`config.mk`:
```
export PLATFORM = sky130hd
export DESIGN_NAME = fmul_arbiter
export DESIGN_NICKNAME = d
export VERILOG_FILES = /design/src/rtl/fmul_arbiter.sv
export SDC_FILE = /design/constraint.sdc
export NUM_CORES = 1
export LEC_CHECK = 0
export CAP_MARGIN = 20
export CORE_ASPECT_RATIO = 0.6
export CORE_MARGIN = 1.5
export CORE_UTILIZATION = 30
export CTS_CLUSTER_SIZE = 28
export DETAILED_ROUTE_END_ITERATION = 8
export GPL_ROUTABILITY_DRIVEN = 0
export PLACE_DENSITY = 0.62
export SLEW_MARGIN = 20
export SYNTH_ARGS = -nofsm -noshare
export SYNTH_HDL_FRONTEND = slang
export SYNTH_SLANG_ARGS = --single-unit
```
`constraint.sdc`:
```
create_clock -name clk -period 5.1 [get_ports clk]
set_clock_uncertainty 0.1 [all_clocks]
set_input_delay 0.51 -clock clk [delete_from_list [all_inputs] [get_ports clk]]
set_output_delay 0.51 -clock clk [all_outputs]
set_load 0.02 [all_outputs]
```
`src/rtl/fmul_arbiter.sv`:
```
// rtl/fmul_arbiter.sv - round-robin scheduler sharing one pipelined fmul among N requesters
module fmul_arbiter #(
    parameter int N       = 4,
    parameter int MUL_LAT = 3
) (
    input  logic            clk,
    input  logic            rst,
    input  logic            hold,
    input  logic [N-1:0]    req_valid,
    output logic [N-1:0]    req_ready,
    input  logic [32*N-1:0] req_op1,
    input  logic [32*N-1:0] req_op2,
    output logic [N-1:0]    rsp_valid,
    output logic [31:0]     rsp_result,
    output logic            rsp_uf,
    output logic [31:0]     mul_op1,
    output logic [31:0]     mul_op2,
    input  logic [31:0]     mul_result,
    input  logic            mul_ready,
    input  logic            mul_valid,
    output logic            idle
);

    localparam int TW = (N > 1) ? $clog2(N) : 1;
    localparam logic [N-1:0] ONE = {{(N-1){1'b0}}, 1'b1};

    // fmul.valid carries no information the tag pipeline does not already have
    logic unused_mul_valid;
    assign unused_mul_valid = mul_valid;

    logic [TW-1:0] ptr;
    logic [TW-1:0] grant_idx;
    logic          grant_found;
    logic          accept;
    logic [31:0]   sel_op1;
    logic [31:0]   sel_op2;

    // Requester tag travelling alongside each op; stage MUL_LAT lines up with mul_result
    logic          tag_vld [0:MUL_LAT];
    logic [TW-1:0] tag_id  [0:MUL_LAT];
    logic          any_tag_vld;

    // Wrap-around priority scan starting at ptr; also picks the winner's operands
    always_comb begin
        int idx;
        idx         = 0;
        grant_found = 1'b0;
        grant_idx   = '0;
        sel_op1     = '0;
        sel_op2     = '0;
        for (int k = 0; k < N; k++) begin
            idx = int'(ptr) + k;
            if (idx >= N) begin
                idx = idx - N;
            end
            if (!grant_found && req_valid[idx]) begin
                grant_found = 1'b1;
                grant_idx   = TW'(idx);
                sel_op1     = req_op1[idx*32 +: 32];
                sel_op2     = req_op2[idx*32 +: 32];
            end
        end
    end

    // Grant is suppressed by hold and by reset, which always wins over a request
    always_comb begin
        accept    = grant_found && !hold && !rst;
        req_ready = accept ? (ONE << grant_idx) : '0;
    end

    // Nothing in flight and no response on the outputs
    always_comb begin
        any_tag_vld = 1'b0;
        for (int s = 0; s <= MUL_LAT; s++) begin
            any_tag_vld = any_tag_vld | tag_vld[s];
        end
        idle = !any_tag_vld && (rsp_valid == '0);
    end

    // Pointer advance and operand registers; operands hold when nothing is accepted
    always_ff @(posedge clk) begin
        if (rst) begin
            ptr     <= '0;
            mul_op1 <= '0;
            mul_op2 <= '0;
        end else if (accept) begin
            ptr     <= (grant_idx == TW'(N-1)) ? '0 : grant_idx + 1'b1;
            mul_op1 <= sel_op1;
            mul_op2 <= sel_op2;
        end
    end

    // Tag shift register: never stalls, an empty slot enters whenever there is no accept
    always_ff @(posedge clk) begin
        if (rst) begin
            for (int s = 0; s <= MUL_LAT; s++) begin
                tag_vld[s] <= 1'b0;
                tag_id[s]  <= '0;
            end
        end else begin
            tag_vld[0] <= accept;
            tag_id[0]  <= grant_idx;
            for (int s = 1; s <= MUL_LAT; s++) begin
                tag_vld[s] <= tag_vld[s-1];
                tag_id[s]  <= tag_id[s-1];
            end
        end
    end

    // Capture the product for the owning requester; out-of-range exponent returns zero plus flag
    always_ff @(posedge clk) begin
        if (rst) begin
            rsp_valid  <= '0;
            rsp_result <= '0;
            rsp_uf     <= 1'b0;
        end else if (tag_vld[MUL_LAT]) begin
            rsp_valid <= ONE << tag_id[MUL_LAT];
            if (mul_ready) begin
                rsp_result <= mul_result;
                rsp_uf     <= 1'b0;
            end else begin
                rsp_result <= 32'h0;
                rsp_uf     <= 1'b1;
            end
        end else begin
            rsp_valid <= '0;
        end
    end

endmodule
```
### After elaboration in Yosys (flattened, before gate mapping)

Memory sizes are Yosys's and may differ from the RTL's.
Cells that the tools add are included.

| storage, ports and cells | value |
|---|---|
| register bits | 103 |
| bits in writable memories | 12 |
| output and inout port bits | 106 |
| word-level logic and storage cells | 108 |
| memories kept | 2 |

| operators by class | value |
|---|---|
| add/subtract/negate cells | 8 |
| magnitude comparators | 8 |
| equal/unequal tests | 1 |
| shift operators | 10 |
| mux-type cells | 47 |
| bitwise operators | 12 |
| reductions and logical operators | 14 |

Memory list:

| name | depth | width | read ports | clocked after Yosys merged registers in | write ports | RTL line | text |
|---|---|---|---|---|---|---|---|
| tag_id | 4 | 2 | 4 | 0 | 4 | 40 | `logic [TW-1:0] tag_id [0:MUL_LAT];` |
| tag_vld | 4 | 1 | 4 | 0 | 4 | 39 | `logic tag_vld [0:MUL_LAT];` |

Operators by type and width:

| kind | number |
|---|---|
| 128-bit by 32-bit indexed part select with 32-bit output | 8 |
| 32-bit two-way mux | 13 |
| 32-bit by 4-bit less-than comparator with 1-bit output (second input constant) | 4 |
| 1-bit two-way mux | 20 |
| 2-bit two-way mux | 9 |
| 3-bit by 3-bit subtractor with 4-bit output (second input constant) | 3 |
| 1-bit bitwise OR | 11 |
| 3-bit >= comparator (second input constant) | 3 |
| 1-bit binary-select mux with 2-bit select | 4 |
| 1-bit by 2-bit left shift with 4-bit output (first input constant) | 2 |
| 2-bit by 2-bit adder with 3-bit output (second input constant) | 2 |
| 1-bit logical AND | 6 |
| 1-bit zero test | 6 |
| 4-bit zero test | 1 |
| 4-bit two-way mux | 1 |
| 2-bit by 3-bit subtractor with 4-bit output (second input constant) | 1 |
| 2-bit by 1-bit adder with 3-bit output (second input constant) | 1 |
| 2-bit by 3-bit >= comparator with 1-bit output (second input constant) | 1 |
| 2-bit by 1-bit adder with 2-bit output (second input constant) | 1 |
| 2-bit == test (second input constant) | 1 |
| 2-bit OR reduction | 1 |
| 1-bit inverter | 1 |

### Depth between registers and ports, before layout

Gate-level depths: netlist of run 1.

| depth | value |
|---|---|
| depth in word-level cells | 18 |
| gate-level depth with buffers | 13 |
| depth with buffers taken out | 8 |

### Worst setup path after synthesis of run 1

Ideal clock, no wire load.

| path | value |
|---|---|
| path kind | reg2out |
| start point | register ptr[1] |
| end point | output port req_ready[3] |
| arrival time | 2.487 ns |
| data required time | 4.490 ns |
| setup slack | 2.003 ns |
| cell stages (with the launch flop) | 11 |
| path buffers | 2 |
| cell sequence | dfxtp_1 > inv_1 > buf_2 > ha_1 > buf_6 > mux2_2 > nor3b_1 > nor3_1 > o311ai_0 > o21ai_0 > nor2_1 |

| on the way | value |
|---|---|
| word-level cells in the longest chain between the ends | 18 |

Ends and longest elaborated chain:

| what | RTL line | text |
|---|---|---|
| from (decl) | 31 | `logic [TW-1:0] ptr;` |
| from (signal assigned) | 87 | `ptr <= (grant_idx == TW'(N-1)) ? '0 : grant_idx + 1'b1;` |
| parallel branches: the longest is 17 deep, another holds 3-bit by 3-bit subtractor with 4-bit output | -- |  |
| 4-bit two-way mux * | 68 | `req_ready = accept ? (ONE << grant_idx) : '0;` |
| to (decl) | 10 | `output logic [N-1:0] req_ready,` |

Mark *: on every way between the ends. The select of a mux whose other input is x is not followed.

### Worst setup path after layout of run 1

| path | value |
|---|---|
| start point | register ptr[0] |
| end point | output port req_ready[2] |

The elaborated chain is that of the path after synthesis.

==> flow_summary.yaml, run 1 <==
outcome:
  status: "completed"
logic_synthesis:
  seq_area_frac_synth: 0.196
  synth-compound-area-share: 0.184
  synth_top_family_by_area: "multiplexers"
  netlist-cell-type-count: 63
  synth_xor_area_frac: 0
  synthAdderAreaFrac: 0.00532
  synthSimpleGateAreaFrac: 0.182
  syn_area_mm2: 0.0118
  synthFlopType: "dfxtp_1"
  yosys-mux-area-fraction: 0.367
  async_reset_ff_frac: 0
  syn_inst: 1269
  synth_nets: 1571
  synth_edf_count: 0
  yosys_warnings: 0
  syn_avg_cell_area_um2: 9.27
  synth_seq_cells: 115
drt:
  drt_first_pass_iters: 5
  wirelength_mm: 45.1
  first_iter_violations: 846
  drtAntennaViolNets: 0
  dr_total_vias: 12100
  wl_per_cell_um: 21.4
  drc: 0
  viasPerCell: 5.73
critical_path:
  cp_data_required_time_ns: 4.49
  start_kind: "flip-flop"
  critPathMaxStageDelay_ns: 0.66
  critPathCaptureType: "output pin"
  cp_data_arrival_time_ns: 4.09
  crit_type: "flip-flop to output pin"
  crit_path_top_delay_cell: "clkdlybuf4s50_1"
  critical_path_peak_fanout: 36
  path_cells: "inv_1 > ha_4 > nand2b_1 > o41ai_1 > o21a_2 > buf_4 > o21a_1 > clkdlybuf4s50_1"
sta:
  slew_violations: 0
  final-hold-violation-count: 0
  fin_crit_sh: 0.922
  setup_tns_ns: 0
  fmax_mhz: 213
  setup_viol: 0
  rsz0062_at_grt: "false"
  worstMarginPinSlew_ns: 1.09
  period_minus_slack_ns: 4.70
  maxSlewHeadroom: 0.268
placed_design:
  place.detailed.hpwl_mm: 31.6
  port-buffer-count: 401
  placed_area_mm2: 0.0159
finish:
  stdcell_area_mm2: 0.0166
  final_nets: 1884
  layout-drive-gt1-share: 0.169
  syn_to_final_growth_pct: 40.7
  final_util: 0.434
global_route:
  grt_pass1_wl_mm: 69.2
  gr-usage-all-layers: 0.219
  antenna_found_initial: 4
  grt_pass1_vias: 12400
  grt_max_degree: 75
  grt_overflow_total: 0
power:
  power.leakage_uw: 0.00566
  peakVddDrop_v: 0.000221
  p_per_area_mw_per_mm2: 281
cts:
  cts_tree: "yes"
  ctsHtreeMaxLevel: 4
  numCtsBuffers: 17
  cts.clk_slew.worst_paths_ns: 0.06
  hold_buffers: 0
  cts_resized: 0
  clock_latency_ns: 0.43
  cts_sinks: 115
  clk_path_buf_depth: 2
  cts_setup_buffers: 0
  clock-root-buffer: "clkbuf_16"
floorplanning:
  die_h_um: 156
  die_w_um: 259
  die_area_mm2: 0.0404
  ios: 403
  core_region_area_mm2: 0.0381
  row_count: 55
  start_util: 0.309
worst_hold_path:
  hold_path_class: "flip-flop to flip-flop"
flow_run:
  maxCapViolCount: 0
cell families (layout without fill, tap and decap cells):
| kind of cell | count (synthesis) | in the layout |
|---|---|---|
| compound gates | 315 | 315 |
| fa+ha+maj | 5 | 5 |
| buf+inv | 137 | 462 |
| flops | 115 | 115 |
| mux | 262 | 262 |
| other cells | 0 | 4 |
| simple gates | 435 | 435 |
final timing paths:
check	startpoint	to	slack (ns)	cells after the start
worst min register to register	tag_id[0][0]$_SDFF_PP0_	tag_id[1][0]$_SDFF_PP0_	0.34	1
worst max register to register	ptr[0]$_SDFFE_PP0P_	mul_op1[26]$_SDFFE_PP0P_	0.80	9
worst max-delay path	ptr[0]$_SDFFE_PP0P_	req_ready[2]	0.40	8
worst min-delay path	tag_id[0][0]$_SDFF_PP0_	tag_id[1][0]$_SDFF_PP0_	0.34	1
sequential cells by signal, indices dropped and copies added, names as in the netlist:
| register | count |
|---|---|
| rsp_valid | 4 |
| mul_op2 | 32 |
| tag_vld | 4 |
| ptr | 2 |
| rsp_uf | 1 |
| mul_op1 | 32 |
| rsp_result | 32 |
| tag_id | 8 |
critical path, delay by kind of cell (launching register included):
kind | cells | cell delay [ns]
DFF | 1 | 0.52
adders and majority gates | 1 | 0.60
buffers and inverters | 3 | 1.31
AOI/OAI and AO/OA | 3 | 1.09
and+or+nand+nor | 1 | 0.13
power breakdown:
part	internal (uW)	leakage [uW]	switching (uW)
combinational	1170	0.00441	1110
sequential	990	0.000941	59.4
clock	823	0.000308	497
total	2990	0.00566	1670
synthesized netlist by cell type, types with 3 or more instances:
cell type  count  share of area
a221o_1       18          0.015
clkbuf_1      46          0.015
o211ai_1      21          0.013
nor3_1        40          0.017
a32oi_1       12         0.0089
buf_1          5         0.0016
buf_4         15         0.0096
buf_6         15          0.014
a21oi_1       87          0.037
inv_1          5         0.0016
o21ai_0       57          0.024
a22oi_1       39          0.025
buf_2         48          0.020
o221ai_1      38          0.028
a22o_1         3         0.0022
and3_1         3         0.0016
and2_0         3         0.0016
ha_1           5         0.0053
mux2_2        64          0.061
nor2_1        99          0.032
nand3b_1       4         0.0026
nor2b_1       85          0.045
a211o_1       17          0.013
nor4_1         3         0.0016
nand2b_1       4         0.0021
and2_1        47          0.025
dfxtp_1      115           0.20
mux2i_1       68          0.058
a41oi_1        5         0.0037
nand2_1      128          0.041
mux4_2       129           0.25
final cells by class:
cell class	count	area [um2]
clock inverter	14	204
fill	3634	21600
antenna	4	10.0
clock buffer	17	425
timing repair buffer	425	4190
tap	513	642
multi-input combinational	1017	8750
inverter	6	22.5
sequential	115	2310
cell usage in the layout (no fill, tap or decap), types with 38 or more instances in the layout:
master,Yosys,layout
clkdlybuf4s50_1,0,400
dfxtp_1,115,113
and2_1,47,46
o21ai_0,57,57
nor3_1,40,40
mux2i_1,68,67
mux4_2,129,129
a22oi_1,39,39
nand2_1,128,127
o221ai_1,38,38
nor2_1,99,99
a21oi_1,87,87
mux2_2,64,64
nor2b_1,85,85
per-layer routing:
layer / global-route usage / share of wire
met3: 0.0476 / 0.070
met2: 0.357 / 0.47
met4: 0.0941 / 0.033
met5: 0 / 0
met1: 0.279 / 0.43
per-stage QoR:
| step | total power (uW) | hold slack, ns | cells | setup WS, ns |
|---|---|---|---|---|
| global placement | 3290 | 0.324 | 2076 | 0.823 |
| finish | 4650 | 0.335 | 2111 | 0.400 |
| global route | 4920 | 0.363 | 2109 | 0.176 |
| CTS | 4700 | 0.338 | 2107 | 0.362 |
| floorplan | 2600 | 0.314 | 1269 | 2.00 |
| detailed placement | 3350 | 0.322 | 2076 | 0.770 |
No activity file was read; power rests on OpenSTA's default activity.
==> run 2: changes to the inputs <==
CTS_BUF_LIST = sky130_fd_sc_hd__clkbuf_16   (was default)
==> results of run 2 <==
The final DEF is identical to that of run 1; final timing and power are the same.
==> run 3: changes to the inputs <==
SLEW_MARGIN = default   (was 20)
==> run 3 against run 2 <==
- register-to-register slack improved by 0.02 ns
- non-clock buffer count rose by 1
- final area decreased by 0.20%
- die area is the same
- wire length rose by 0.14%
- sequential power barely moved
- utilization fell by 0.089 points
- clock-buffer cell count is the same
- combinational power about the same
- sequential share of layout area barely moved
- clock power decreased by 8%
- sequential cell count stayed put
==> flow_summary.yaml, run 3 (synthesis results as in run 1) <==
critical_path:
  start_kind: "flip-flop"
  r2r-end: "mul_op1[30]$_SDFFE_PP0P_"
  path_cells: "inv_1 > ha_4 > nand2b_1 > o41ai_1 > o21a_2 > buf_4 > o21a_1 > clkdlybuf4s50_1"
  cp_data_arrival_time_ns: 4.11
  critical_path_peak_fanout: 36
  reg2reg_from: "ptr[0]$_SDFFE_PP0P_"
  crit_type: "flip-flop to output pin"
  cp_top_family: "buffers and inverters"
  r2r_cells: 9
  critPathMaxStageDelay_ns: 0.66
  cp_data_required_time_ns: 4.49
  crit_buf_inv: 3
  r2r_setup_slack_ns: 0.82
  crit_path_top_delay_cell: "clkdlybuf4s50_1"
  critPathCaptureType: "output pin"
floorplanning:
  die_w_um: 259
  row_count: 55
  die_area_mm2: 0.0404
  start_util: 0.309
  ios: 403
  die_h_um: 156
  core_region_area_mm2: 0.0381
flow_run:
  maxCapViolCount: 0
global_route:
  antenna_found_initial: 3
  grt_overflow_total: 0
  grt_pass1_wl_mm: 69.1
  grt_pass1_vias: 12200
  gr-usage-all-layers: 0.218
  grt_max_degree: 75
finish:
  final.fill_count: 3645
  stdcell_area_mm2: 0.0165
  syn_to_final_growth_pct: 40.4
  final_cell_mix: "clkdlybuf4s50_1, mux4_2, nand2_1"
  layout_commonest_cell: "clkdlybuf4s50_1"
  layout-drive-gt1-share: 0.169
  final_nets: 1885
  top_regs: "mul_op1: 32 flops, mul_op2: 32 flops, rsp_result: 32 flops"
sta:
  fin_crit_sh: 0.926
  slew_violations: 0
  maxSlewHeadroom: 0.275
  fmax_mhz: 212
  setup_viol: 0
  period_minus_slack_ns: 4.72
  rsz0062_at_grt: "false"
  worstMarginPinSlew_ns: 1.09
  final-hold-violation-count: 0
  setup_tns_ns: 0
drt:
  first_iter_violations: 834
  drt_first_pass_iters: 5
  drc: 0
  viasPerCell: 5.73
  drtAntennaViolNets: 0
  dr_total_vias: 12100
  wirelength_mm: 45.1
  wl_per_cell_um: 21.4
placed_design:
  port-buffer-count: 401
  place.detailed.hpwl_mm: 31.7
  placed_area_mm2: 0.0159
worst_hold_path:
  min_to: "tag_id[2][1]$_SDFF_PP0_"
  hold_depth: 1
  holdCritStartpoint: "tag_id[1][1]$_SDFF_PP0_"
  hold_path_class: "flip-flop to flip-flop"
cts:
  clock-root-buffer: "clkbuf_16"
  cts_sinks: 115
  clk_path_buf_depth: 2
  cts_tree: "yes"
  numCtsBuffers: 17
  ctsHtreeMaxLevel: 4
  clock_latency_ns: 0.43
  hold_buffers: 0
  cts_setup_buffers: 0
  cts.clk_slew.worst_paths_ns: 0.06
  cts_resized: 0
power:
  power.leakage_uw: 0.00563
  total_power_uw: 4550
  peakVddDrop_v: 0.000189
  p_per_area_mw_per_mm2: 275
outcome:
  status: "completed"
run 3: changes by cell type in the layout (fill, tap and decap cells not counted):
cell / previous run / this run
clkinv_4: 6 / 1
bufinv_16: 4 / 1
clkinvlp_4: 0 / 3
inv_6: 3 / 6
inv_8: 0 / 2
and2_1: 46 / 47
and2_2: 1 / 0
buf_16: 0 / 1
clkinv_1: 0 / 1
clkinv_2: 1 / 0
diode_2: 4 / 3
inv_4: 0 / 1
run 3: worst register-to-register path, stage by stage (launching register included):
cell,delay [ns]
dfxtp_4,0.52
inv_1,0.19
ha_4,0.61
buf_4,0.64
mux4_2,0.74
a211oi_4,0.84
nand2_1,0.13
a21oi_1,0.23
a221o_1,0.15
a211o_1,0.09
run 3: final cells by class:
class	instances	area, um2	area share
antenna	3	7.51	0.000454
clock buffer	17	425	0.0258
clock inverter	15	146	0.00886
inverter	6	22.5	0.00136
multi-input combinational	1017	8750	0.530
sequential	115	2310	0.140
tap	513	642	0.0389
timing repair buffer	426	4220	0.255
run 3: worst max path at each step:
| stage | cells past startpoint | startpoint | to | slack, ns |
|---|---|---|---|---|
| floorplan | 10 | ptr[1]$_SDFFE_PP0P_ | req_ready[3] | 2.00 |
| finish | 8 | ptr[0]$_SDFFE_PP0P_ | req_ready[2] | 0.38 |
| global placement | 7 | req_valid[1] | req_ready[2] | 0.82 |
| global route | 8 | ptr[0]$_SDFFE_PP0P_ | req_ready[2] | 0.18 |
| detailed placement | 7 | req_valid[1] | req_ready[2] | 0.75 |
| CTS | 8 | ptr[0]$_SDFFE_PP0P_ | req_ready[2] | 0.35 |
run 3: metal layers:
metal | vias to the layer above | wire, um | global-route usage
met4 | 0 | 1320 | 0.0894
met5 | - | 0 | 0
met3 | 70 | 3320 | 0.0486
met1 | 5974 | 19400 | 0.282
met2 | 552 | 21100 | 0.353
li1 | 5514 | - | -
run 3: per-stage QoR:
step                       util  std cells  hold slack, ns  worst slack, ns
after floorplan               -       1269           0.314             2.00
after global placement    0.417       2076           0.324            0.823
after detailed placement  0.418       2077           0.320            0.748
after CTS                 0.433       2109           0.342            0.347
after global routing      0.433       2110           0.354            0.175
final                     0.433       2112           0.336            0.379
run 3: report_power, final:
part	total, uW	internal (uW)	switching (uW)
combinational	2290	1170	1110
clock	1210	684	527
sequential	1050	990	59.6
total	4550	2850	1700
